$ cat src/rtl/runner_pkg.sv
// rtl/runner_pkg.sv - shared types and helpers for the Runner game controller
//
// Purpose: game state encoding, BCD digit width and a width helper used to
// size the animation-frame and difficulty-step counters.
package runner_pkg;

  localparam int BCD_W = 4;

  typedef enum logic [1:0] {
    IDLE  = 2'd0,
    RUN   = 2'd1,
    PAUSE = 2'd2,
    OVER  = 2'd3
  } game_state_e;

  // Counter width for a modulo-n counter; never narrower than one bit.
  function automatic int frame_width(input int n);
    return (n <= 2) ? 1 : $clog2(n);
  endfunction

endpackage

$ cat src/rtl/bcd_counter.sv
// rtl/bcd_counter.sv - multi-digit BCD up-counter that saturates at all nines
//
// Purpose: score counter for the Runner game.
// Ports:
//   clk    - counting clock
//   reset  - synchronous, active-high clear
//   clr    - synchronous clear (new game)
//   inc    - add one this tick (ignored once every digit is 9)
//   q      - BCD value, digit 0 in the low nibble
module bcd_counter
  import runner_pkg::*;
#(
  parameter int DIGITS = 4
) (
  input  logic                     clk,
  input  logic                     reset,
  input  logic                     clr,
  input  logic                     inc,
  output logic [BCD_W*DIGITS-1:0]  q
);

  logic [BCD_W*DIGITS-1:0] q_inc;
  logic                    all_nines;
  logic                    carry;

  // Ripple a carry from digit 0 upward; a digit at 9 wraps to 0 and passes
  // the carry on, any other digit absorbs it.
  always_comb begin
    q_inc     = q;
    all_nines = 1'b1;
    carry     = 1'b1;
    for (int i = 0; i < DIGITS; i++) begin
      if (q[i*BCD_W +: BCD_W] != 4'd9) begin
        all_nines = 1'b0;
      end
      if (carry) begin
        if (q[i*BCD_W +: BCD_W] == 4'd9) begin
          q_inc[i*BCD_W +: BCD_W] = 4'd0;
        end else begin
          q_inc[i*BCD_W +: BCD_W] = q[i*BCD_W +: BCD_W] + 4'd1;
          carry = 1'b0;
        end
      end
    end
  end

  always_ff @(posedge clk) begin
    if (reset || clr) begin
      q <= '0;
    end else if (inc && !all_nines) begin
      q <= q_inc;
    end
  end

endmodule

$ cat src/rtl/runner_game_ctrl.sv
// rtl/runner_game_ctrl.sv - game-flow controller for the Runner game
//
// Purpose: IDLE/RUN/PAUSE/OVER state machine, scroll difficulty divisor that
// steps down to a floor, sprite animation frame, BCD score and high score.
// Ports:
//   clk_100ms  - 100 ms game tick
//   reset      - synchronous, active-high reset (also clears hi_score)
//   start      - start/restart level; only its rising edge acts
//   pause      - pause switch level
//   collision  - runner/obstacle hit level
//   state      - 0=IDLE 1=RUN 2=PAUSE 3=OVER
//   run_en     - high while in RUN
//   diff       - scroll clock divisor
//   frame      - current animation frame
//   score      - BCD score
//   hi_score   - BCD best score
//   new_record - the last finished game beat the previous best
module runner_game_ctrl
  import runner_pkg::*;
#(
  parameter int  DIFF_W       = 8,
  parameter int  DIFF_INIT    = 60,
  parameter int  DIFF_MIN     = 20,
  parameter int  DIFF_STEP    = 4,
  parameter int  STEP_PERIOD  = 50,
  parameter int  N_FRAMES     = 2,
  parameter int  SCORE_DIGITS = 4,
  localparam int FRAME_W      = frame_width(N_FRAMES),
  localparam int SCORE_W      = BCD_W * SCORE_DIGITS
) (
  input  logic               clk_100ms,
  input  logic               reset,
  input  logic               start,
  input  logic               pause,
  input  logic               collision,
  output logic [1:0]         state,
  output logic               run_en,
  output logic [DIFF_W-1:0]  diff,
  output logic [FRAME_W-1:0] frame,
  output logic [SCORE_W-1:0] score,
  output logic [SCORE_W-1:0] hi_score,
  output logic               new_record
);

  localparam int STEP_W = frame_width(STEP_PERIOD);

  game_state_e       state_q, state_d;
  logic              start_q;
  logic              start_edge;
  logic [STEP_W-1:0] step_cnt;
  logic              game_init;
  logic              advance;
  logic              record;
  logic [DIFF_W:0]   diff_sub;
  logic [DIFF_W-1:0] diff_dec;

  assign start_edge = start & ~start_q;
  assign state      = state_q;

  // State register
  always_ff @(posedge clk_100ms) begin
    if (reset) begin
      state_q <= IDLE;
      run_en  <= 1'b0;
      start_q <= 1'b0;
    end else begin
      state_q <= state_d;
      run_en  <= (state_d == RUN);
      start_q <= start;
    end
  end

  // Next-state logic; collision outranks pause in RUN
  always_comb begin
    state_d = state_q;
    case (state_q)
      IDLE:    if (start_edge) state_d = RUN;
      RUN: begin
        if (collision)  state_d = OVER;
        else if (pause) state_d = PAUSE;
      end
      PAUSE:   if (!pause) state_d = RUN;
      OVER:    if (start_edge) state_d = RUN;
      default: state_d = IDLE;
    endcase
  end

  // Control outputs for the datapath
  always_comb begin
    game_init = 1'b0;
    advance   = 1'b0;
    record    = 1'b0;
    case (state_q)
      IDLE, OVER: game_init = start_edge;
      RUN: begin
        advance = !collision && !pause;
        // Packed BCD compares correctly as an unsigned integer.
        record  = collision && (score > hi_score);
      end
      default: ;
    endcase
  end

  // One extra bit catches underflow when diff is already below DIFF_STEP.
  always_comb begin
    diff_sub = {1'b0, diff} - (DIFF_W+1)'(DIFF_STEP);
    if (diff_sub[DIFF_W] || (diff_sub < (DIFF_W+1)'(DIFF_MIN))) begin
      diff_dec = DIFF_W'(DIFF_MIN);
    end else begin
      diff_dec = diff_sub[DIFF_W-1:0];
    end
  end

  always_ff @(posedge clk_100ms) begin
    if (reset) begin
      diff       <= DIFF_W'(DIFF_INIT);
      step_cnt   <= '0;
      frame      <= '0;
      hi_score   <= '0;
      new_record <= 1'b0;
    end else begin
      if (game_init) begin
        diff       <= DIFF_W'(DIFF_INIT);
        step_cnt   <= '0;
        frame      <= '0;
        new_record <= 1'b0;
      end else if (advance) begin
        frame <= (frame == FRAME_W'(N_FRAMES - 1)) ? '0 : frame + 1'b1;
        if (step_cnt == STEP_W'(STEP_PERIOD - 1)) begin
          step_cnt <= '0;
          diff     <= diff_dec;
        end else begin
          step_cnt <= step_cnt + 1'b1;
        end
      end
      if (record) begin
        hi_score   <= score;
        new_record <= 1'b1;
      end
    end
  end

  bcd_counter #(
    .DIGITS (SCORE_DIGITS)
  ) u_score (
    .clk   (clk_100ms),
    .reset (reset),
    .clr   (game_init),
    .inc   (advance),
    .q     (score)
  );

endmodule

$ cat config.mk
export PLATFORM = sky130hd
export DESIGN_NAME = runner_game_ctrl
export DESIGN_NICKNAME = d
export VERILOG_FILES = /design/src/rtl/runner_pkg.sv /design/src/rtl/bcd_counter.sv /design/src/rtl/runner_game_ctrl.sv
export SDC_FILE = /design/constraint.sdc
export NUM_CORES = 1
export LEC_CHECK = 0
export BUFFER_PORTS_ARGS = -buffer_cell sky130_fd_sc_hd__buf_2
export CORE_AREA = 2 2 81 83
export DETAILED_ROUTE_END_ITERATION = 8
export DIE_AREA = 0 0 83 85
export GPL_TIMING_DRIVEN = 0
export HOLD_SLACK_MARGIN = 0.03
export PLACE_DENSITY_LB_ADDON = 0.2
export SYNTH_ARGS = -nofsm -noshare
export SYNTH_HDL_FRONTEND = slang
export SYNTH_SLANG_ARGS = --single-unit
$ cat constraint.sdc
create_clock -name clk_100ms -period 3.05 [get_ports clk_100ms]
set_clock_uncertainty 0.2 [all_clocks]
set_input_delay 0.1525 -clock clk_100ms [delete_from_list [all_inputs] [get_ports clk_100ms]]
set_output_delay 0.1525 -clock clk_100ms [all_outputs]
set_load 0.01 [all_outputs]
==> results of run 1 <==
[per-layer routing]
layer | GRT usage | routed length, um | part of all wire
met1 | 0.227 | 2880 | 0.50
met3 | 0.0399 | 217 | 0.038
met5 | 0 | 0 | 0
met2 | 0.278 | 2620 | 0.45
met4 | 0.0402 | 62 | 0.011
[tightest hold or removal path: stages]
cell,delay [ns]
sky130_fd_sc_hd__buf_2,0.12
sky130_fd_sc_hd__inv_1,0.06
sky130_fd_sc_hd__a21oi_1,0.14
sky130_fd_sc_hd__a311oi_1,0.07
[cell type report]
| cell class | instances | share of cell area |
|---|---|---|
| buffer | 10 | 0.0198 |
| inverter | 28 | 0.0333 |
| sequential | 50 | 0.317 |
| clock buffer | 7 | 0.0242 |
| tap | 77 | 0.0305 |
| timing repair buffer | 50 | 0.0840 |
| multi-input combinational | 220 | 0.491 |
[cell usage in the layout (no fill, tap or decap), drive strengths merged, types with 9 or more instances in the layout]
| cell | count |
|---|---|
| nor3 | 9 |
| ha | 21 |
| o21ai | 13 |
| buf | 53 |
| a22o | 15 |
| nor2 | 29 |
| clkbuf | 11 |
| a21oi | 21 |
| inv | 28 |
| nand3 | 10 |
| nand4 | 9 |
| dfxtp | 50 |
| nand2 | 20 |
[registers in the layout, summed over array words and instances, names as in the netlist]
name        cells
step_cnt        6
frame           1
run_en          1
new_record      1
diff            6
start_q         1
state           2
u_score.q      16
hi_score       16
[worst paths after layout]
check	slack, ns	startpoint	endpoint	cells after the start
setup reg to reg	0.54	u_score.q[9]$_SDFFE_PP0P_	hi_score[13]$_SDFFE_PP0P_	6
hold / removal	0.09	pause	state[0]$_SDFF_PP0_	4
hold reg to reg	0.27	new_record$_SDFFE_PP0P_	new_record$_SDFFE_PP0P_	1
setup / recovery	0.54	u_score.q[9]$_SDFFE_PP0P_	hi_score[13]$_SDFFE_PP0P_	6
[metrics by stage]
| stage | hold WS [ns] | std cells | setup WS [ns] | power [W] |
|---|---|---|---|---|
| floorplan | 0.0248 | 308 | 0.778 | 0.000825 |
| global placement | 0.186 | 432 | 0.602 | 0.000880 |
| detailed placement | 0.199 | 432 | 0.570 | 0.000884 |
| CTS | 0.0715 | 442 | 0.560 | 0.00125 |
| global route | 0.112 | 442 | 0.409 | 0.00131 |
| finish | 0.0856 | 442 | 0.543 | 0.00124 |
[what timing repair did]
item / CTS / global route
buffers inserted: 0 / 0
hold buffers: 3 / 0
hold endpoints to repair: 2 / 0
[cell families after synthesis]
group	Yosys count	synth area share
fa+ha+maj	21	0.0967
xor+xnor	12	0.0387
simple gates	107	0.218
compound gates	74	0.200
mux	4	0.0152
buf+inv	38	0.0617
other cells	1	0.00138
flops	50	0.368
[cells in the mapped netlist (3+ instances only)]
| library cell | instances |
|---|---|
| sky130_fd_sc_hd__and2_1 | 3 |
| sky130_fd_sc_hd__xor2_1 | 7 |
| sky130_fd_sc_hd__nor2_1 | 28 |
| sky130_fd_sc_hd__a22o_2 | 9 |
| sky130_fd_sc_hd__nor3b_1 | 3 |
| sky130_fd_sc_hd__a22o_1 | 6 |
| sky130_fd_sc_hd__nand3_1 | 9 |
| sky130_fd_sc_hd__or3_1 | 4 |
| sky130_fd_sc_hd__nor3_1 | 8 |
| sky130_fd_sc_hd__inv_1 | 28 |
| sky130_fd_sc_hd__a21oi_1 | 21 |
| sky130_fd_sc_hd__dfxtp_1 | 50 |
| sky130_fd_sc_hd__o21ai_0 | 13 |
| sky130_fd_sc_hd__nor2b_1 | 5 |
| sky130_fd_sc_hd__clkbuf_1 | 4 |
| sky130_fd_sc_hd__nand2_1 | 20 |
| sky130_fd_sc_hd__nand2b_1 | 3 |
| sky130_fd_sc_hd__nand4_1 | 8 |
| sky130_fd_sc_hd__a2bb2oi_1 | 3 |
| sky130_fd_sc_hd__xnor2_1 | 5 |
| sky130_fd_sc_hd__mux2i_1 | 3 |
| sky130_fd_sc_hd__ha_1 | 21 |
[power groups by stage]
| stage | sequential (W) | clock (W) | combinational [W] |
|---|---|---|---|
| 6_report | 0.000690 | 0.000367 | 0.000180 |
| 5_1_grt | 0.000694 | 0.000409 | 0.000204 |
| 4_1_cts | 0.000691 | 0.000382 | 0.000182 |
| 3_5_place_dp | 0.000706 | 0 | 0.000178 |
| 3_3_place_gp | 0.000705 | 0 | 0.000175 |
| 2_1_floorplan | 0.000712 | 0 | 0.000113 |
==> impl_results.md, run 1 <==
* # rows at 29
* Initial core utilization at 0.438
* Maximum buffer depth of the clock tree at 2
* Worst slew margin relative to its limit at 0.608
* Largest area contributor in the synthesized netlist: sky130_fd_sc_hd__dfxtp_1
* Cells traversed along the worst timing path: ha_1, nand4_1, a2111o_1, a311oi_4, buf_6, a22o_2
* Critical path required time at 3.10 ns
* Setup violators final at 0
* Root Buffer: sky130_fd_sc_hd__clkbuf_8
* Hpwl dp at 4300 um
* Power density of the placed cells at approximately 390 nW/um^2
* Seq. cell area at between 1000 and 1500 um^2
* Worst Setup Start Kind: flip-flop
* Vias in the first global route at ~2100
* Mapped Avg Cell Area at around 8.9 um^2
* Post-detailed-route via-to-cell ratio at 5.25
* Worst-case vdd ir drop at ~240 uV
* Final TNS setup at 0 ns
* Number of vias in the routed layout at roughly 2300
* Number of gates resized after cts at 0
* Number of enable flip-flop cells after synthesis at 0
* TritonCTS clock tree: done
* 1st-pass router iterations at 5
* Area taken by multi-input logic gates at roughly 1600 um^2
* Cell count after synthesis at just over 300
* Static Leakage at roughly 1.4 nW
* FF+latch count, synth at 50
* Global-route congestion overflow total at 0
* Int Power at ~0.0009 W
* Clock Pin Slew Worst Setup and Hold Paths at about 0.09 ns
* Die height at approximately 85 um
* Core ar. at about 6200 um^2
* Combinational share of power at 0.146
* Top flip-flop cell by instance count after synthesis: sky130_fd_sc_hd__dfxtp_1
* Area overhead of the layout relative to synthesis at 16.3%
* Global-route wire length before repair at approximately 9900 um
* Seq/Total Area, Yosys at 0.368
* Max-capacitance violation count at 0
* Net switching fraction of the power at 0.271
* Status: completed
* Die Wd at 83 um
* Depth of the CTS H-tree at 2
* Critical-path maximum fanout at 10
* Final Hold Viols at 0
* Summed instance area of the synthesized netlist at between 2000 and 3000 um^2
* Final-report max-slew violation count at 0
* Clock network latency to the later pin of the worst-skew pair at approximately 0.3 ns
* Initial detailed-routing violation count at about 130
* Ys async rst share at 0
* Number of port buffers at 47
* Max stage delay on crit path at approximately 0.47 ns
* CP delay by family, top: compound AO/OA/AOI/OAI gates
* RSZ-0062 raised after global routing: false
* Crit path capture type: flip-flop
* Biggest area contributors in the synthesized netlist: sky130_fd_sc_hd__dfxtp_1, sky130_fd_sc_hd__ha_1, sky130_fd_sc_hd__a21oi_1, sky130_fd_sc_hd__inv_1, sky130_fd_sc_hd__nor2_1
* Combined buffer and inverter count along the critical path at 1
* Final worst-path cycle share at 0.822
* Maximum number of pins on one net before global-route repair at 14
* Cts bufs inserted at 5
* Hold Path Class: in -> reg
* Final wirelength at approximately 5800 um
* Post-layout minimum cycle time at 2.51 ns
* Yosys warnings at 0
* Number of clock sinks seen by CTS at 50
* Sw power at 0.000334 W
* Portion of synthesized cell area occupied by the leading cell type at 0.368
* Layout filler cell count at 627
* Dpl cell area at 3050 um^2
* Total I/O pin count at 50
* Routed len/inst at about 13 um
* Finished Core Util at 0.509
* Master of the slowest instance on the critical path: sky130_fd_sc_hd__a2111o_1
* Die Area at approximately 7100 um^2
* Worst-margin pin slew at 0.588 ns
* Count of nets after finishing at slightly below 400
* Power share of the clock group at 0.297
* Weighted congestion at the end of routability-driven global placement at roughly 0.85
* Category of the most critical setup path: reg -> reg
* Post-synth cell types at 58
* Finished Cell Area at 3160 um^2
* Antenna violation net count after detailed routing at 0
* Total routing resource utilization after global routing at 0.169
* Sequential share of power at 0.558
* Maximum frequency from static timing analysis at roughly 0.4 GHz
* Data arrival at the endpoint of the critical path at around 2.6 ns
* Number of antenna violations at the first check in global routing at 0
* Layout cells sized above 1 at 0.216
* Antenna diode count at 0
* DRC viols at 0
No activity file was read; power rests on OpenSTA's default activity.
==> inputs of run 2 (changes only) <==
clock period = 2.2 ns   (was 3.05 ns; I/O delays follow)
==> impl_results.md, run 2 (synthesis gave the netlist of run 1 again) <==
* Final Hold Viols at 0 (unchanged)
* Worst-margin pin slew at 0.549 ns (-0.0392 ns)
* Antenna violation net count after detailed routing at 0 (unchanged)
* Max-capacitance violation count at 0 (unchanged)
* Power density of the placed cells at 500 nW/um^2 (+28%)
* Reg-to-reg startpoint: hi_score[10]$_SDFFE_PP0P_
* Most common library cell in the layout ignoring fill and taps: sky130_fd_sc_hd__buf_2
* Root Buffer: sky130_fd_sc_hd__clkbuf_8
* Area taken by multi-input logic gates at 1770 um^2 (+14%)
* Worst R2R Path Depth at 7 (+1)
* R2R Path End: hi_score[6]$_SDFFE_PP0P_
* TritonCTS clock tree: done
* Worst-case vdd ir drop at 265 uV (+11%)
* Hold Path Class: in -> reg
* Antenna diode count at 0 (unchanged)
* Critical path required time at 2.20 ns (-0.90 ns)
* Number of instances in the placed design at 432 (unchanged)
* Final wirelength at 6370 um (+10%)
* Final TNS setup at -1.36 ns (-1.36 ns)
* Routed len/inst at 13.8 um (+5.4%)
* Final-report max-slew violation count at 0 (unchanged)
* Depth of the CTS H-tree at 2 (unchanged)
* Category of the most critical setup path: reg -> reg
* DRC viols at 0 (unchanged)
* Maximum number of pins on one net before global-route repair at 15 (+1)
* Vias in the first global route at 2305 (+8.7%)
* Count of nets after finishing at 410 (+4.9%)
* Data arrival at the endpoint of the critical path at 2.31 ns (-0.25 ns)
* Launch point of the worst path: hi_score[10]$_SDFFE_PP0P_
* Worst Setup Start Kind: flip-flop
* Initial core utilization at 0.438 (unchanged)
* Clock Pin Slew Worst Setup and Hold Paths at 0.09 ns (about the same)
* Crit path capture type: flip-flop
* Number of port buffers at 47 (unchanged)
* Critical-path maximum fanout at 5 (-5)
* Layout cells sized above 1 at 0.369 (+0.152)
* Final instance count without filler cells at 462 (+4.5%)
* Number of clock sinks seen by CTS at 50 (unchanged)
* 1st-pass router iterations at 4 (-1)
* Number of vias in the routed layout at 2464 (+6.1%)
* Post-detailed-route via-to-cell ratio at 5.33 (+1.5%)
* Setup violators final at 16 (+16)
* Initial detailed-routing violation count at 114 (-14%)
* Setup slack of the critical path after layout at -0.105 ns (-0.648 ns)
* Number of antenna violations at the first check in global routing at 0 (unchanged)
* Static Leakage at 1.57 nW (+16%)
* Die Area at 7060 um^2 (unchanged)
* Die height at 85 um (unchanged)
* Global-route wire length before repair at 10700 um (+7.8%)
* Slack of the worst reg-to-reg path at -0.10 ns (-0.65 ns)
* # rows at 29 (unchanged)
* RSZ-0062 raised after global routing: true
* Maximum frequency from static timing analysis at 0.434 GHz (+8.8%)
* Hpwl dp at 4370 um (+1.6%)
* Global-route congestion overflow total at 0 (unchanged)
* Final worst-path cycle share at 1.05 (+0.226)
* Core ar. at 6200 um^2 (unchanged)
* Maximum buffer depth of the clock tree at 2 (unchanged)
* Total I/O pin count at 50 (unchanged)
* Finished Cell Area at 3620 um^2 (+14%)
* Worst slew margin relative to its limit at 0.634 (+0.0261)
* Seq. cell area at 1040 um^2 (+4.4%)
* Area overhead of the layout relative to synthesis at 33.1%
* Cts bufs inserted at 5 (unchanged)
* Most frequent cells in the layout: sky130_fd_sc_hd__buf_2, sky130_fd_sc_hd__nor2_1, sky130_fd_sc_hd__dfxtp_1
* Layout filler cell count at 542 (-14%)
* Largest registers: hi_score: 16 flops, u_score.q: 16 flops
* CP Capture Point: hi_score[6]$_SDFFE_PP0P_
* Weighted congestion at the end of routability-driven global placement at 0.859 (+1.2%)
* Die Wd at 83 um (unchanged)
* Clock network latency to the later pin of the worst-skew pair at 0.31 ns (about the same)
* Failing checks: setup timing
* Total routing resource utilization after global routing at 0.183 (+0.0135)
* Post-layout minimum cycle time at 2.30 ns (-0.202 ns)
* Status: complete, but fails checks
* Dpl cell area at 3100 um^2 (+1.4%)
## run 2: changes by cell type in the layout (fill, tap and decap cells not counted), moves of 5 or more
| cell | change |
|---|---|
| sky130_fd_sc_hd__inv_2 | +5 |
| sky130_fd_sc_hd__ha_4 | +9 |
| sky130_fd_sc_hd__dfxtp_1 | -23 |
| sky130_fd_sc_hd__dfxtp_2 | +17 |
| sky130_fd_sc_hd__a22o_4 | +9 |
| sky130_fd_sc_hd__a22o_2 | -9 |
| sky130_fd_sc_hd__inv_1 | -5 |
| sky130_fd_sc_hd__buf_4 | +18 |
| sky130_fd_sc_hd__ha_1 | -9 |
| sky130_fd_sc_hd__dfxtp_4 | +6 |
## run 2: power breakdown
| part | internal (W) | switching (W) | total, W |
|---|---|---|---|
| registers | 0.000929 | 0.0000258 | 0.000955 |
| clock network | 0.000254 | 0.000306 | 0.000560 |
| logic | 0.000129 | 0.000163 | 0.000292 |
| total | 0.00131 | 0.000495 | 0.00181 |
## run 2: area by class of cell
cell class / count / share of cell area
inverter: 28 / 0.0291
sequential: 50 / 0.289
multi-input combinational: 220 / 0.490
clock buffer: 7 / 0.0239
timing repair buffer: 70 / 0.121
buffer: 9 / 0.0187
tap: 77 / 0.0266
clock inverter: 1 / 0.00138
## run 2: layer usage
metal	GRT usage	up-vias	wire [um]
met2	0.296	43	2960
met3	0.0467	9	283
met1	0.241	1154	3020
li1	-	1258	-
met4	0.0581	0	104
met5	0	-	0
## run 2: how the worst min path moves through the flow
stage	from	to	slack (ns)	cells past startpoint
CTS	collision	hi_score[0]$_SDFFE_PP0P_	0.07	4
floorplan	reset	start_q$_SDFF_PP0_	-0.02	1
finish	collision	hi_score[0]$_SDFFE_PP0P_	0.05	4
global route	collision	hi_score[0]$_SDFFE_PP0P_	0.07	4
global placement	start	start_q$_SDFF_PP0_	0.14	3
detailed placement	start	start_q$_SDFF_PP0_	0.17	3
## run 2: per-stage QoR
stage	hold slack [ns]	setup WS, ns	utilization	power (W)
2_1_floorplan	-0.0177	-0.0214	-	0.00114
3_3_place_gp	0.144	-0.221	0.499	0.00122
3_5_place_dp	0.168	-0.238	0.499	0.00122
4_1_cts	0.0735	-0.138	0.552	0.00180
5_1_grt	0.0655	-0.179	0.583	0.00190
6_report	0.0514	-0.105	0.583	0.00181
## run 2: worst max-delay path, cell delays in order (launching register included)
cell	delay, ns
sky130_fd_sc_hd__dfxtp_2	0.35
sky130_fd_sc_hd__inv_2	0.05
sky130_fd_sc_hd__ha_4	0.25
sky130_fd_sc_hd__nand4_1	0.22
sky130_fd_sc_hd__a2111o_1	0.41
sky130_fd_sc_hd__a32o_2	0.32
sky130_fd_sc_hd__clkbuf_16	0.17
sky130_fd_sc_hd__a22o_4	0.23
## run 2: what timing repair did
action | 4_1_cts | 5_1_grt
resized for setup | 26 | 30
setup buffers | 12 | 5
pin swaps | 6 | 9
setup endpoints to repair | 20 | 26
hold buffers | 4 | 0
gates cloned | 1 | 1
endpoints found under the hold margin | 3 | 0
